File: config.mk
export PLATFORM = sky130hd
export DESIGN_NAME = mdu
export DESIGN_NICKNAME = d
export VERILOG_FILES = /design/src/rtl/mdu_pkg.sv /design/src/rtl/mdu_step.sv /design/src/rtl/mdu.sv
export SDC_FILE = /design/constraint.sdc
export NUM_CORES = 1
export LEC_CHECK = 0
export CORE_UTILIZATION = 50
export CTS_BUF_LIST = sky130_fd_sc_hd__clkbuf_8
export DETAILED_ROUTE_END_ITERATION = 10
export PLACE_DENSITY = 0.69
export SLEW_MARGIN = 5
export SYNTH_ARGS = -nofsm -noshare
export SYNTH_HDL_FRONTEND = slang
export SYNTH_SLANG_ARGS = --single-unit
File: constraint.sdc
create_clock -name i_clk -period 6.2 [get_ports i_clk]
set_clock_uncertainty 0.05 [all_clocks]
set_input_delay 0.62 -clock i_clk [delete_from_list [all_inputs] [get_ports i_clk]]
set_output_delay 0.62 -clock i_clk [all_outputs]
set_load 0.1 [all_outputs]
File: src/rtl/mdu_pkg.sv
// Shared types for the multiply/divide unit.
//   mdu_op_t   : RV32M operation select (3 bits)
//   op_is_div  : true for DIV/DIVU/REM/REMU
//   a_signed   : rs1 is treated as a signed operand
//   b_signed   : rs2 is treated as a signed operand
package mdu_pkg;

  typedef enum logic [2:0] {
    OpMul    = 3'd0,
    OpMulh   = 3'd1,
    OpMulhsu = 3'd2,
    OpMulhu  = 3'd3,
    OpDiv    = 3'd4,
    OpDivu   = 3'd5,
    OpRem    = 3'd6,
    OpRemu   = 3'd7
  } mdu_op_t;

  function automatic logic op_is_div(mdu_op_t op);
    return op[2];
  endfunction

  // MUL only needs the low half, which is the same for signed and unsigned inputs.
  function automatic logic a_signed(mdu_op_t op);
    return (op == OpMulh) || (op == OpMulhsu) || (op == OpDiv) || (op == OpRem);
  endfunction

  function automatic logic b_signed(mdu_op_t op);
    return (op == OpMulh) || (op == OpDiv) || (op == OpRem);
  endfunction

endpackage

File: src/rtl/mdu_step.sv
// One combinational iteration of the iterative multiply/divide datapath,
// retiring STEP bits.
//   acc_i    : 2*XLEN accumulator. Multiply: {partial, multiplier}.
//              Divide: {remainder, dividend/quotient}.
//   opd_i    : multiplicand (multiply) or divisor (divide), as magnitudes
//   is_div_i : select restoring divide instead of shift-add multiply
//   acc_o    : accumulator after STEP iterations
module mdu_step #(
  parameter int unsigned XLEN = 32,
  parameter int unsigned STEP = 1
) (
  input  logic [2*XLEN-1:0] acc_i,
  input  logic [XLEN-1:0]   opd_i,
  input  logic              is_div_i,
  output logic [2*XLEN-1:0] acc_o
);

  logic [2*XLEN-1:0] acc;
  logic [XLEN:0]     rem_t;
  logic [XLEN:0]     diff;
  logic [XLEN:0]     sum;

  always_comb begin
    acc   = acc_i;
    rem_t = '0;
    diff  = '0;
    sum   = '0;
    for (int i = 0; i < int'(STEP); i++) begin
      if (is_div_i) begin
        // Shifted remainder can exceed XLEN bits, so trial-subtract in XLEN+1.
        rem_t = acc[2*XLEN-1:XLEN-1];
        diff  = rem_t - {1'b0, opd_i};
        if (!diff[XLEN]) begin
          acc = {diff[XLEN-1:0], acc[XLEN-2:0], 1'b1};
        end else begin
          acc = {acc[2*XLEN-2:0], 1'b0};
        end
      end else begin
        // Multiplier bits sit in the low half and are consumed LSB first.
        sum = {1'b0, acc[2*XLEN-1:XLEN]} + (acc[0] ? {1'b0, opd_i} : '0);
        acc = {sum, acc[XLEN-1:1]};
      end
    end
    acc_o = acc;
  end

endmodule

File: src/rtl/mdu.sv
// Iterative RV32M multiply/divide unit (MUL/MULH/MULHSU/MULHU/DIV/DIVU/REM/REMU).
//   i_clk, i_rst_n      : clock, async active-low reset
//   i_valid / o_ready   : request handshake (accepted only in IDLE)
//   i_a, i_b, i_op      : rs1, rs2, operation
//   i_flush             : abort any in-flight op; wins over a same-cycle request
//   o_valid / i_ready   : result handshake
//   o_result            : result, held stable while o_valid is high
// Operates on magnitudes; the result sign is applied once after XLEN/STEP iterations.
module mdu
  import mdu_pkg::*;
#(
  parameter int unsigned XLEN = 32,
  parameter int unsigned STEP = 1
) (
  input  logic            i_clk,
  input  logic            i_rst_n,
  input  logic            i_valid,
  output logic            o_ready,
  input  logic [XLEN-1:0] i_a,
  input  logic [XLEN-1:0] i_b,
  input  mdu_op_t         i_op,
  input  logic            i_flush,
  output logic            o_valid,
  input  logic            i_ready,
  output logic [XLEN-1:0] o_result
);

  localparam int unsigned N    = XLEN / STEP;
  localparam int unsigned CntW = (N > 1) ? $clog2(N) : 1;
  localparam logic [XLEN-1:0] MinVal = {1'b1, {(XLEN-1){1'b0}}};

  typedef enum logic [1:0] {StIdle, StCalc, StDone} state_t;

  state_t            state_q;
  mdu_op_t           op_q;
  logic [XLEN-1:0]   opd_q;
  logic [2*XLEN-1:0] acc_q;
  logic [CntW-1:0]   cnt_q;
  logic              neg_q;
  logic [XLEN-1:0]   result_q;

  // Request-side decode
  logic            a_neg, b_neg;
  logic [XLEN-1:0] a_mag, b_mag;
  logic            div_zero, div_ovf;
  logic [XLEN-1:0] fast_result;

  always_comb begin
    a_neg    = a_signed(i_op) & i_a[XLEN-1];
    b_neg    = b_signed(i_op) & i_b[XLEN-1];
    a_mag    = a_neg ? (~i_a + 1'b1) : i_a;
    b_mag    = b_neg ? (~i_b + 1'b1) : i_b;
    div_zero = op_is_div(i_op) && (i_b == '0);
    div_ovf  = ((i_op == OpDiv) || (i_op == OpRem)) && (i_a == MinVal) && (i_b == '1);
    fast_result = '0;
    unique case (i_op)
      OpDiv, OpDivu: fast_result = div_zero ? '1 : MinVal;
      OpRem, OpRemu: fast_result = div_zero ? i_a : '0;
      default:       fast_result = '0;
    endcase
  end

  logic              step_div;
  logic [2*XLEN-1:0] acc_next;

  assign step_div = op_is_div(op_q);

  mdu_step #(
    .XLEN (XLEN),
    .STEP (STEP)
  ) u_step (
    .acc_i    (acc_q),
    .opd_i    (opd_q),
    .is_div_i (step_div),
    .acc_o    (acc_next)
  );

  // Sign fix-up and result selection on the final iteration's output
  logic [2*XLEN-1:0] prod;
  logic [XLEN-1:0]   quo, rem;
  logic [XLEN-1:0]   final_result;

  always_comb begin
    prod = neg_q ? (~acc_next + 1'b1) : acc_next;
    quo  = acc_next[XLEN-1:0];
    rem  = acc_next[2*XLEN-1:XLEN];
    final_result = '0;
    unique case (op_q)
      OpMul:                     final_result = prod[XLEN-1:0];
      OpMulh, OpMulhsu, OpMulhu: final_result = prod[2*XLEN-1:XLEN];
      OpDiv, OpDivu:             final_result = neg_q ? (~quo + 1'b1) : quo;
      OpRem, OpRemu:             final_result = neg_q ? (~rem + 1'b1) : rem;
      default:                   final_result = '0;
    endcase
  end

  always_ff @(posedge i_clk or negedge i_rst_n) begin
    if (!i_rst_n) begin
      state_q  <= StIdle;
      op_q     <= OpMul;
      opd_q    <= '0;
      acc_q    <= '0;
      cnt_q    <= '0;
      neg_q    <= 1'b0;
      result_q <= '0;
    end else if (i_flush) begin
      state_q  <= StIdle;
      result_q <= '0;
    end else begin
      unique case (state_q)
        StIdle: begin
          if (i_valid) begin
            op_q  <= i_op;
            cnt_q <= '0;
            // REM follows the dividend's sign; everything else the product of signs.
            neg_q <= (i_op == OpRem) ? a_neg : (a_neg ^ b_neg);
            if (div_zero || div_ovf) begin
              result_q <= fast_result;
              state_q  <= StDone;
            end else begin
              if (op_is_div(i_op)) begin
                opd_q <= b_mag;
                acc_q <= {{XLEN{1'b0}}, a_mag};
              end else begin
                opd_q <= a_mag;
                acc_q <= {{XLEN{1'b0}}, b_mag};
              end
              state_q <= StCalc;
            end
          end
        end
        StCalc: begin
          acc_q <= acc_next;
          cnt_q <= cnt_q + 1'b1;
          if (cnt_q == CntW'(N - 1)) begin
            result_q <= final_result;
            state_q  <= StDone;
          end
        end
        StDone: begin
          if (i_ready) begin
            state_q <= StIdle;
          end
        end
        default: state_q <= StIdle;
      endcase
    end
  end

  assign o_ready  = (state_q == StIdle);
  assign o_valid  = (state_q == StDone);
  assign o_result = result_q;

endmodule
### Word level (Yosys, flattened, before mapping)

Index checks and enable logic that the tools add are counted.

| word-level totals | value |
|---|---|
| register bits | 139 |
| bits in latches | 0 |
| bits in writable memories | 0 |
| bits in read-only memories | 0 |
| input port bits | 72 |
| output and inout port bits | 34 |
| word-level logic and storage cells | 106 |
| memories | 0 |

| operators by class | value |
|---|---|
| $add $sub $neg | 8 |
| multiply operators | 0 |
| div/mod/pow operators | 0 |
| magnitude comparators | 0 |
| equal/unequal tests | 24 |
| shift-type cells | 0 |
| mux-type cells | 31 |
| bitwise logic cells | 10 |
| reductions and logical operators | 26 |

Operators by type and width:

| kind | number |
|---|---|
| $mux W32 | 12 |
| $mux W64 | 5 |
| $add A32 B1 Y32 const B | 4 |
| $not A32 Y32 | 4 |
| $pmux W32 S2 | 2 |
| $pmux W32 S4 | 1 |
| $pmux W64 S2 | 1 |
| $add A64 B1 Y64 const B | 1 |
| $eq A32 B32 Y1 const B | 2 |
| $not A64 Y64 | 1 |
| $add A32 B33 Y33 | 1 |
| $sub A33 B32 Y33 | 1 |
| $logic_not A32 Y1 | 1 |
| $mux W31 | 1 |
| $eq A3 B3 Y1 const B | 8 |
| $reduce_and A4 Y1 | 3 |
| $mux W2 | 5 |
| $pmux W5 S2 | 1 |
| $eq A3 B2 Y1 const B | 3 |
| $reduce_and A3 Y1 | 3 |
| $reduce_or A2 Y1 | 4 |
| $logic_or A1 B1 Y1 | 7 |
| $eq A3 B1 Y1 const B | 2 |
| $ne A3 B2 Y1 const B | 2 |
| other kinds (19) | 24 |

### Longest topological paths before layout

Gate-level depths: netlist (run 1).

| depth | value |
|---|---|
| depth after elaboration | 10 |
| mapped depth | 22 |
| mapped depth without buffers | 21 |

### Hierarchy

A second synthesis (run 1) with hierarchy kept.

| unflattened totals | value |
|---|---|
| cells, all modules | 2,127 |
| area, all modules | 15,865.2 sq um |

By module, submodules not included:

| module | times used | cells an instance | area an instance (sq um) | sequential area each (sq um) |
|---|---|---|---|---|
| mdu | 1 | 1,463 | 11,284.6 | 3,478.3 |
| mdu_step | 1 | 664 | 4,580.6 | 0.0 |

### Worst setup path before layout (run 1)

Ideal clock, no wire load.

| timing | value |
|---|---|
| path type | reg2reg |
| start | register acc_q[56] |
| end | register result_q[8], in the netlist o_result[8] |
| library setup time | 0.126 ns |
| data arrival time | 4.623 ns |
| data required time | 6.024 ns |
| slack | 1.400 ns |
| cell stages (with the launch flop) | 21 |
| buffers on the path | 2 |
| clock period less this slack | 4.800 ns |
| cells stage by stage | dfrtp_1 -> ha_1 -> buf_2 -> nand4_1 -> nor4_4 -> or4b_4 -> a21o_1 -> a2111oi_2 -> nor2_1 -> ha_1 -> o21ai_0 -> nor2_1 -> nand2_1 -> or3_1 -> clkbuf_1 -> nor2_1 -> nor2_1 -> nand2_1 -> a311oi_1 -> nor4_1 -> a221o_1 |

| between the ends | value |
|---|---|
| cells in the longest elaborated chain, start to end | 10 |
| elaborated cells between the ends (all ways) | 16 |
| those cells by class | 4 x add/sub; 9 x mux; 3 x bitwise |

RTL lines:

| element | RTL line | source |
|---|---|---|
| start: declaration | mdu.sv:37 | `logic [2*XLEN-1:0] acc_q;` |
| start signal: assignment | mdu.sv:123 | `acc_q <= {{XLEN{1'b0}}, a_mag};` |
| start signal: assignment | mdu.sv:126 | `acc_q <= {{XLEN{1'b0}}, b_mag};` |
| start signal: assignment | mdu.sv:133 | `acc_q <= acc_next;` |
| $sub A33 B32 Y33 * | mdu_step.sv:32 | `diff = rem_t - {1'b0, opd_i};` |
| $mux W64 * | mdu_step.sv:33 | `if (!diff[XLEN]) begin` |
| $mux W64 * | mdu_step.sv:29 | `if (is_div_i) begin` |
| $not A64 Y64, or another cell as far along | mdu.sv:84 | `prod = neg_q ? (~acc_next + 1'b1) : acc_next;` |
| $add A64 B1 Y64, or another cell as far along | mdu.sv:84 |  |
| $mux W64, or another cell as far along | mdu.sv:84 |  |
| $pmux W32 S4 * | mdu.sv:88 | `unique case (op_q)` |
| $mux W32 * | mdu.sv:135 | `if (cnt_q == CntW'(N - 1)) begin` |
| $pmux W32 S2 * | mdu.sv:110 | `unique case (state_q)` |
| $mux W32 * | mdu.sv:106 | `end else if (i_flush) begin` |
| end signal: assignment | mdu.sv:118 | `result_q <= fast_result;` |
| end signal: assignment | mdu.sv:136 | `result_q <= final_result;` |
| end: declaration | mdu.sv:40 | `logic [XLEN-1:0] result_q;` |

Every way passes the cells marked *; elsewhere a longest branch is shown, timed or not. The select of a mux whose other input is x is not followed.
A chain may end at the register's enable or synchronous reset.

### Final worst setup path (run 1)

| timing | value |
|---|---|
| start | register opd_q[22] |
| end | register result_q[24], in the netlist o_result[24] |

| between the ends | value |
|---|---|
| cells in the longest elaborated chain, start to end | 10 |
| elaborated cells between the ends (all ways) | 18 |
| those cells by class | 5 x add/sub; 10 x mux; 3 x bitwise |

RTL lines:

| element | RTL line | source |
|---|---|---|
| start: declaration | mdu.sv:36 | `logic [XLEN-1:0] opd_q;` |
| start signal: assignment | mdu.sv:122 | `opd_q <= b_mag;` |
| start signal: assignment | mdu.sv:125 | `opd_q <= a_mag;` |
| $sub A33 B32 Y33 / $mux W32 (equally long branches) | mdu_step.sv:32, mdu_step.sv:40 |  |
| $mux W64 / $add A32 B33 Y33 (equally long branches) | mdu_step.sv:33, mdu_step.sv:40 |  |
| $mux W64 * | mdu_step.sv:29 |  |
| $not A64 Y64, or another cell as far along | mdu.sv:84 |  |
| $add A64 B1 Y64, or another cell as far along | mdu.sv:84 |  |
| $mux W64, or another cell as far along | mdu.sv:84 |  |
| $pmux W32 S4 * | mdu.sv:88 |  |
| $mux W32 * | mdu.sv:135 |  |
| $pmux W32 S2 * | mdu.sv:110 |  |
| $mux W32 * | mdu.sv:106 |  |

Marks and branches as above.

==> impl_metrics.py, run 1 <==
metrics = {
    "detailed_routing": {
        "wire_per_inst_um": 25.52,
        "drc_errors": 0,
        "drt_iter0_drc": 2157,
        "num_vias": 17590,
        "drtAntennaViolNets": 0,
        "vias_per_cell": 6.666,
        "first_pass_iters": 6,
        "wl_um": 67340,
    },
    "power_and_ir_drop": {
        "p_seq_share_pct": 21.4,
        "internal-power_uw": 2828,
        "switching_share_pct": 52.99,
        "netSwitchingPower_uw": 3188,
        "pwr-share-clk_pct": 13.8,
        "p_comb_share_pct": 64.8,
        "power.density_mw_per_mm2": 343.0,
        "irDropWorstVdd_v": 0.0001556,
        "p_leak_uw": 0.007181,
    },
    "clocking": {
        "tritoncts": "built",
        "post_cts_resized": 0,
        "clk_pin_slew_ns": 0.09,
        "cts_buffer_depth": 2,
        "htreeDepth": 4,
        "hold_buffers": 0,
        "insertion_delay_ns": 0.51,
        "clkSinkCount": 139,
        "cts_buffers": 17,
        "post_cts_buffers": 0,
        "root_buffer": "clkbuf_8",
    },
    "critical_path": {
        "cp.arrival_ns": 6.13,
        "startpoint": "opd_q[22]$_DFFE_PN0P_",
        "worstPathRequired_ns": 6.50,
        "worstPathMaxFanout": 9,
        "worst_setup_path_start_kind": "flip-flop",
        "crit_type": "flip-flop to flip-flop",
        "r2r-start": "opd_q[22]$_DFFE_PN0P_",
        "cp-end-kind": "flip-flop",
        "r2r_slack_ns": 0.37,
    },
    "global_routing": {
        "grt.total_usage_pct": 42.33,
        "gr-total-overflow": 0,
        "grt_pass1_vias": 16050,
        "grt_pass1_wl_um": 99300,
        "grt_antenna_before_repair": 3,
        "grt_max_degree": 113,
    },
    "synth": {
        "avgSynthCellArea_um2": 7.181,
        "ys_warn_count": 0,
        "ys.flop_type": "dfrtp_1",
        "synthDistinctLibCells": 93,
        "seq_area_frac_synth_pct": 22.28,
        "postSynthCellCount": 2174,
        "syn-num-nets": 2318,
        "synthesis.area_mm2": 0.01561,
        "ys_ff_latch": 139,
        "async_flop_share_pct": 100.0,
        "synth-edff-count": 0,
    },
    "sta": {
        "setup_viol": 0,
        "setup-tns-final_ns": 0,
        "worst_pin_slew_ns": 1.291,
        "layout_min_cycle_time_ns": 5.833,
        "rsz0062_at_grt": "no",
        "relSlewSlack_pct": 12.56,
        "whs_ns": 0.09475,
        "finalWorstSetupSlack_ns": 0.3666,
        "slew_viol_final": 0,
        "fin_crit_sh_pct": 94.09,
        "fmax_ghz": 0.1714,
        "hold_viol": 0,
    },
    "floorplanning": {
        "dieArea_mm2": 0.03193,
        "start_util_pct": 50.90,
        "die_y_um": 178.7,
        "rows": 64,
        "ios": 106,
        "die_x_um": 178.7,
        "core_area_mm2": 0.03067,
    },
    "layout": {
        "antennaDiodeCount": 0,
        "multiInputGateArea_mm2": 0.01143,
        "fin_util_pct": 57.18,
        "ff_latch_area_mm2": 0.003483,
        "layout_common_cells": "nand2_1 (313), o21ai_0 (239), a21oi_1 (198)",
        "final_common_cell": "nand2_1",
        "num-fill-cells": 3003,
        "syn2layout_area_growth_pct": 12.34,
        "drive_gt1_share_pct": 6.687,
        "final_nets": 2374,
    },
    "placed_design": {
        "hpwl_um": 53170,
        "pre_cts_ws_ns": 0.3871,
        "gp_congestion": 1.066,
        "port_buffers": 105,
    },
    "run_status": {
        "status": "completed",
    },
    "flow_run": {
        "maxCapViolations": 0,
    },
    "min_path": {
        "holdCritPathClass": "primary input to async pin",
    },
}
-- sequential cells by signal (all words and copies together) (netlist names) --
register,cells
acc_q,64
opd_q,32
o_result,32
op_q,3
cnt_q,5
neg_q,1
state_q,2
-- power by group through the flow --
stage          combinational, uW  sequential [uW]  clock, uW
6_report                    3900             1290        828
5_1_grt                     4170             1310        862
4_1_cts                     3780             1280        828
3_5_place_dp                3760             1290          0
3_3_place_gp                3730             1280          0
2_1_floorplan               2580             1230          0
-- metrics by stage --
| stage | total power (uW) | cells | area, um^2 |
|---|---|---|---|
| final | 6016 | 2639 | 17540 |
| after global routing | 6334 | 2639 | 17540 |
| after CTS | 5884 | 2639 | 17530 |
| after detailed placement | 5054 | 2607 | 17120 |
| after global placement | 5017 | 2607 | 17120 |
| after floorplan | 3810 | 2174 | 15610 |
-- synth_stat cells, types with 7 or more instances --
cell	instances	area, um^2
o21a_1	10	75.07
a21o_1	21	157.7
and3_1	15	93.84
clkbuf_1	100	375.4
a31oi_1	24	150.1
o31a_1	9	78.83
nand2_1	313	1175
a21boi_0	9	67.56
o31ai_1	40	300.3
mux2_2	16	180.2
buf_1	9	33.78
o41ai_1	10	87.58
o21bai_1	8	60.06
o211a_1	8	80.08
nand4_1	22	137.6
nand2b_1	14	87.58
a21oi_1	199	996.0
xnor2_1	70	613.1
xor2_1	68	595.6
buf_2	10	50.05
a211o_1	7	61.31
and2_1	45	281.5
ha_1	70	875.8
a221oi_1	11	96.34
or4_1	9	67.56
o21ai_0	239	1196
nand3_1	67	335.3
nor4_1	18	112.6
nor3_1	57	285.3
mux2i_1	49	490.5
inv_1	63	236.5
nor2b_1	17	106.4
o211ai_1	27	202.7
nor2_1	196	735.7
dfrtp_1	139	3478
a211oi_1	30	225.2
or3_1	24	150.1
a31o_2	7	61.31
nor3b_1	10	75.07
-- path summary, 6_finish.rpt --
check,cells after the start,to
hold reg to reg,2,o_result[4]$_DFFE_PN0P_
max in group asynchronous,2,o_result[3]$_DFFE_PN0P_
min in group i_clk,2,o_result[4]$_DFFE_PN0P_
setup reg to reg,20,o_result[24]$_DFFE_PN0P_
setup / recovery,20,o_result[24]$_DFFE_PN0P_
hold / removal,1,acc_q[47]$_DFFE_PN0P_
-- area by class of cell --
type | instances | share of cell area (%)
timing repair buffer | 158 | 8.326
multi-input combinational | 1847 | 65.20
inverter | 67 | 1.434
sequential | 139 | 19.86
clock buffer | 19 | 1.491
tap | 396 | 2.825
clock inverter | 13 | 0.8632
-- kinds of logic (layout without fill, tap and decap cells) --
group / count (synthesis) / in the layout / synth area share, %
DFF: 139 / 139 / 22.28
muxes: 65 / 65 / 4.296
xor gates and xnor gates: 138 / 138 / 7.742
AOI/OAI and AO/OA: 730 / 730 / 29.46
adders and majority gates: 72 / 72 / 5.867
buffers and inverters: 188 / 257 / 4.697
and+or+nand+nor: 842 / 842 / 25.66
-- critical path, cell delays in order, from the launching register on --
cell and delay, ns:
dfrtp_1 0.39, inv_1 0.06, ha_1 0.48, nand4_1 0.26, nor4_4 0.37, or4b_4 0.55
a21o_1 0.24, a2111oi_2 0.48, nor2_2 0.19, ha_1 0.23, o21ai_0 0.12, nor2_1 0.09
nand2_1 0.17, or3_1 0.33, o21ai_0 0.16, xnor2_1 0.46, a21oi_1 0.21, nor3_1 0.25
o21ai_0 0.13, a22oi_1 0.32, o211ai_1 0.12
-- routing by layer --
metal	GRT usage (%)	vias up	share of wire, %
met3	9.945	183	10
li1	-	8040	-
met5	0	-	0.019
met1	55.13	8295	40
met4	24.86	2	6.2
met2	63.66	1071	43
No activity file was read; power rests on OpenSTA's default activity.
==> run 2: changes to the inputs <==
- CELL_PAD_IN_SITES_DETAIL_PLACEMENT: default -> 1
- CELL_PAD_IN_SITES_GLOBAL_PLACEMENT: default -> 2
- CORE_UTILIZATION: 50 -> 36
- PLACE_DENSITY: 0.69 -> default
- PLACE_DENSITY_LB_ADDON: default -> 0.1
==> run 2 against run 1 <==
Effect of this change: die area is 38% higher; critical endpoint is now o_result[8]$_DFFE_PN0P_; global-route usage fell by 7.0 points; combinational power rose by 5.9%; power is 4.3% higher; clock-buffer cell count down 2; non-clock buffer count grew 24; cell count increased by 7.8%; fmax rose by 1.3%; critical path type unchanged; wire length rose by 14%; flip-flop and latch count did not move; setup slack better by 0.072 ns; final area is 2.5% higher.
==> impl_metrics.py, run 2 (synthesis results as in run 1) <==
metrics = {
    "floorplanning": {
        "ios": 106,
        "core_area_mm2": 0.04232,
        "dieArea_mm2": 0.04420,
        "die_x_um": 210.2,
        "die_y_um": 210.2,
        "rows": 75,
        "start_util_pct": 36.89,
    },
    "global_routing": {
        "grt_pass1_wl_um": 115500,
        "gr-total-overflow": 0,
        "grt.total_usage_pct": 35.38,
        "grt_pass1_vias": 17690,
        "grt_max_degree": 74,
        "grt_antenna_before_repair": 3,
    },
    "clocking": {
        "cts_buffers": 17,
        "clkSinkCount": 139,
        "root_buffer": "clkbuf_8",
        "post_cts_buffers": 0,
        "cts_buffer_depth": 2,
        "tritoncts": "built",
        "insertion_delay_ns": 0.59,
        "clk_pin_slew_ns": 0.12,
        "htreeDepth": 4,
    },
    "detailed_routing": {
        "wire_per_inst_um": 27.10,
        "wl_um": 77080,
        "first_pass_iters": 5,
        "drc_errors": 0,
        "vias_per_cell": 6.177,
        "drtAntennaViolNets": 0,
        "num_vias": 17570,
        "drt_iter0_drc": 1255,
    },
    "layout": {
        "syn2layout_area_growth_pct": 15.10,
        "final_common_cell": "nand2_1",
        "antennaDiodeCount": 0,
        "drive_gt1_share_pct": 7.940,
        "layout_common_cells": "nand2_1 (312), o21ai_0 (239), a21oi_1 (198)",
        "final_nets": 2398,
        "multiInputGateArea_mm2": 0.01146,
        "top_register": "acc_q",
        "num-fill-cells": 5387,
        "finish.instance_area_mm2": 0.01797,
        "ff_latch_area_mm2": 0.003483,
        "largest_reg_flops": 64,
    },
    "placed_design": {
        "post_dp_cell_area_mm2": 0.01754,
        "hpwl_um": 62000,
        "gp_congestion": 0.9681,
        "port_buffers": 105,
    },
    "power_and_ir_drop": {
        "irDropWorstVdd_v": 0.0001602,
        "power.density_mw_per_mm2": 349.2,
        "p_leak_uw": 0.007302,
    },
    "sta": {
        "hold_viol": 0,
        "setup-tns-final_ns": 0,
        "rsz0062_at_grt": "no",
        "slew_viol_final": 0,
        "relSlewSlack_pct": 27.37,
        "fmax_ghz": 0.1736,
        "layout_min_cycle_time_ns": 5.761,
        "setup_viol": 0,
        "worst_pin_slew_ns": 1.078,
        "fin_crit_sh_pct": 92.92,
    },
    "critical_path": {
        "worst_setup_path_start_kind": "flip-flop",
        "slowest_delay_ns": 0.49,
        "r2r-start": "acc_q[31]$_DFFE_PN0P_",
        "cp_cell_sequence": "inv_1 > ha_1 > fa_1 > nor2b_1 > o31a_1 > o211ai_2 > a211oi_2 > a2111oi_2 > buf_4 > nor2_1 > ha_1 > o21ai_0 > nor2_1 > nand2_1 > or3_1 > nor2_1 > nor2_1 > inv_1 > a21oi_1 > a311oi_1 > nor4_1 > a221o_1",
        "r2r_slack_ns": 0.44,
        "cp-end-kind": "flip-flop",
        "cp.arrival_ns": 6.19,
        "crit_slowest_cell": "or3_1",
        "worstPathMaxFanout": 9,
        "path_buf_inv": 3,
        "crit_type": "flip-flop to flip-flop",
        "worstPathRequired_ns": 6.63,
        "r2r-end": "o_result[8]$_DFFE_PN0P_",
        "critPathMostFrequentCell": "nor2_1",
        "critical_path.top_delay_family": "simple AND/OR/NAND/NOR gates",
        "reg2reg_depth": 22,
    },
    "min_path": {
        "holdPathStages": 3,
        "hold_path_startpoint": "i_op[2]",
        "hold_end": "op_q[2]$_DFFE_PN0P_",
        "holdCritPathClass": "primary input to flip-flop",
    },
    "flow_run": {
        "maxCapViolations": 0,
    },
    "run_status": {
        "status": "completed",
    },
}
[run 2: through the flow]
stage	cells	worst slack, ns	utilization [%]	power [uW]	hold slack (ns)
CTS	2844	0.3678	42.44	6210	0.3836
detailed placement	2811	0.3765	41.45	5332	0.4293
finish	2844	0.4387	42.46	6275	0.4345
global placement	2811	0.4714	41.45	5270	0.4195
floorplan	2174	1.400	-	3810	0.2744
global route	2844	0.05715	42.46	6627	0.4512
[run 2: cell type report]
type	instances	share of cell area [%]
Clock inverter	15	0.9749
Multi-Input combinational cell	1847	63.78
Sequential cell	139	19.39
Tap cell	577	4.018
Clock buffer	17	1.302
Inverter	67	1.400
Timing Repair Buffer	182	9.143
[run 2: power by group]
group          switching [uW]  internal, uW  leakage (uW)
clock network             510           339      0.000201
registers                 239          1060       0.00181
logic                    2730          1400       0.00529
[run 2: worst max-delay path by stage]
| stage | cells after the start | start | slack, ns | endpoint |
|---|---|---|---|---|
| finish | 22 | acc_q[31]$_DFFE_PN0P_ | 0.44 | o_result[8]$_DFFE_PN0P_ |
| global route | 16 | opd_q[23]$_DFFE_PN0P_ | 0.06 | o_result[27]$_DFFE_PN0P_ |
| CTS | 15 | acc_q[54]$_DFFE_PN0P_ | 0.37 | o_result[27]$_DFFE_PN0P_ |
| detailed placement | 15 | acc_q[54]$_DFFE_PN0P_ | 0.38 | o_result[27]$_DFFE_PN0P_ |
| global placement | 15 | acc_q[54]$_DFFE_PN0P_ | 0.47 | o_result[27]$_DFFE_PN0P_ |
| floorplan | 20 | acc_q[56]$_DFFE_PN0P_ | 1.40 | o_result[8]$_DFFE_PN0P_ |
[run 2: timing repair]
| item | in CTS | in global routing |
|---|---|---|
| setup endpoints to repair | 0 | 2 |
| hold buffers | 1 | 0 |
| hold endpoints to repair | 30 | 0 |
| resized for setup | 0 | 2 |
[run 2: worst reg2reg max path: stages, from the launching register on]
cell	delay (ns)
dfrtp_1	0.45
inv_1	0.06
ha_1	0.21
fa_1	0.44
nor2b_1	0.26
o31a_1	0.24
o211ai_2	0.25
a211oi_2	0.43
a2111oi_2	0.10
buf_4	0.21
nor2_1	0.18
ha_1	0.18
o21ai_0	0.13
nor2_1	0.21
nand2_1	0.21
or3_1	0.49
nor2_1	0.33
nor2_1	0.15
inv_1	0.26
a21oi_1	0.13
a311oi_1	0.33
nor4_1	0.10
a221o_1	0.26
[run 2: routing by layer]
layer / vias to the layer above / GRT usage, % / wire length [um] / part of all wire [%]
met4: 4 / 16.56 / 3596 / 4.7
li1: 8070 / - / - / -
met3: 157 / 5.274 / 3989 / 5.2
met1: 8768 / 46.31 / 34120 / 44
met5: - / 0 / 31 / 0.040
met2: 569 / 57.20 / 35340 / 46
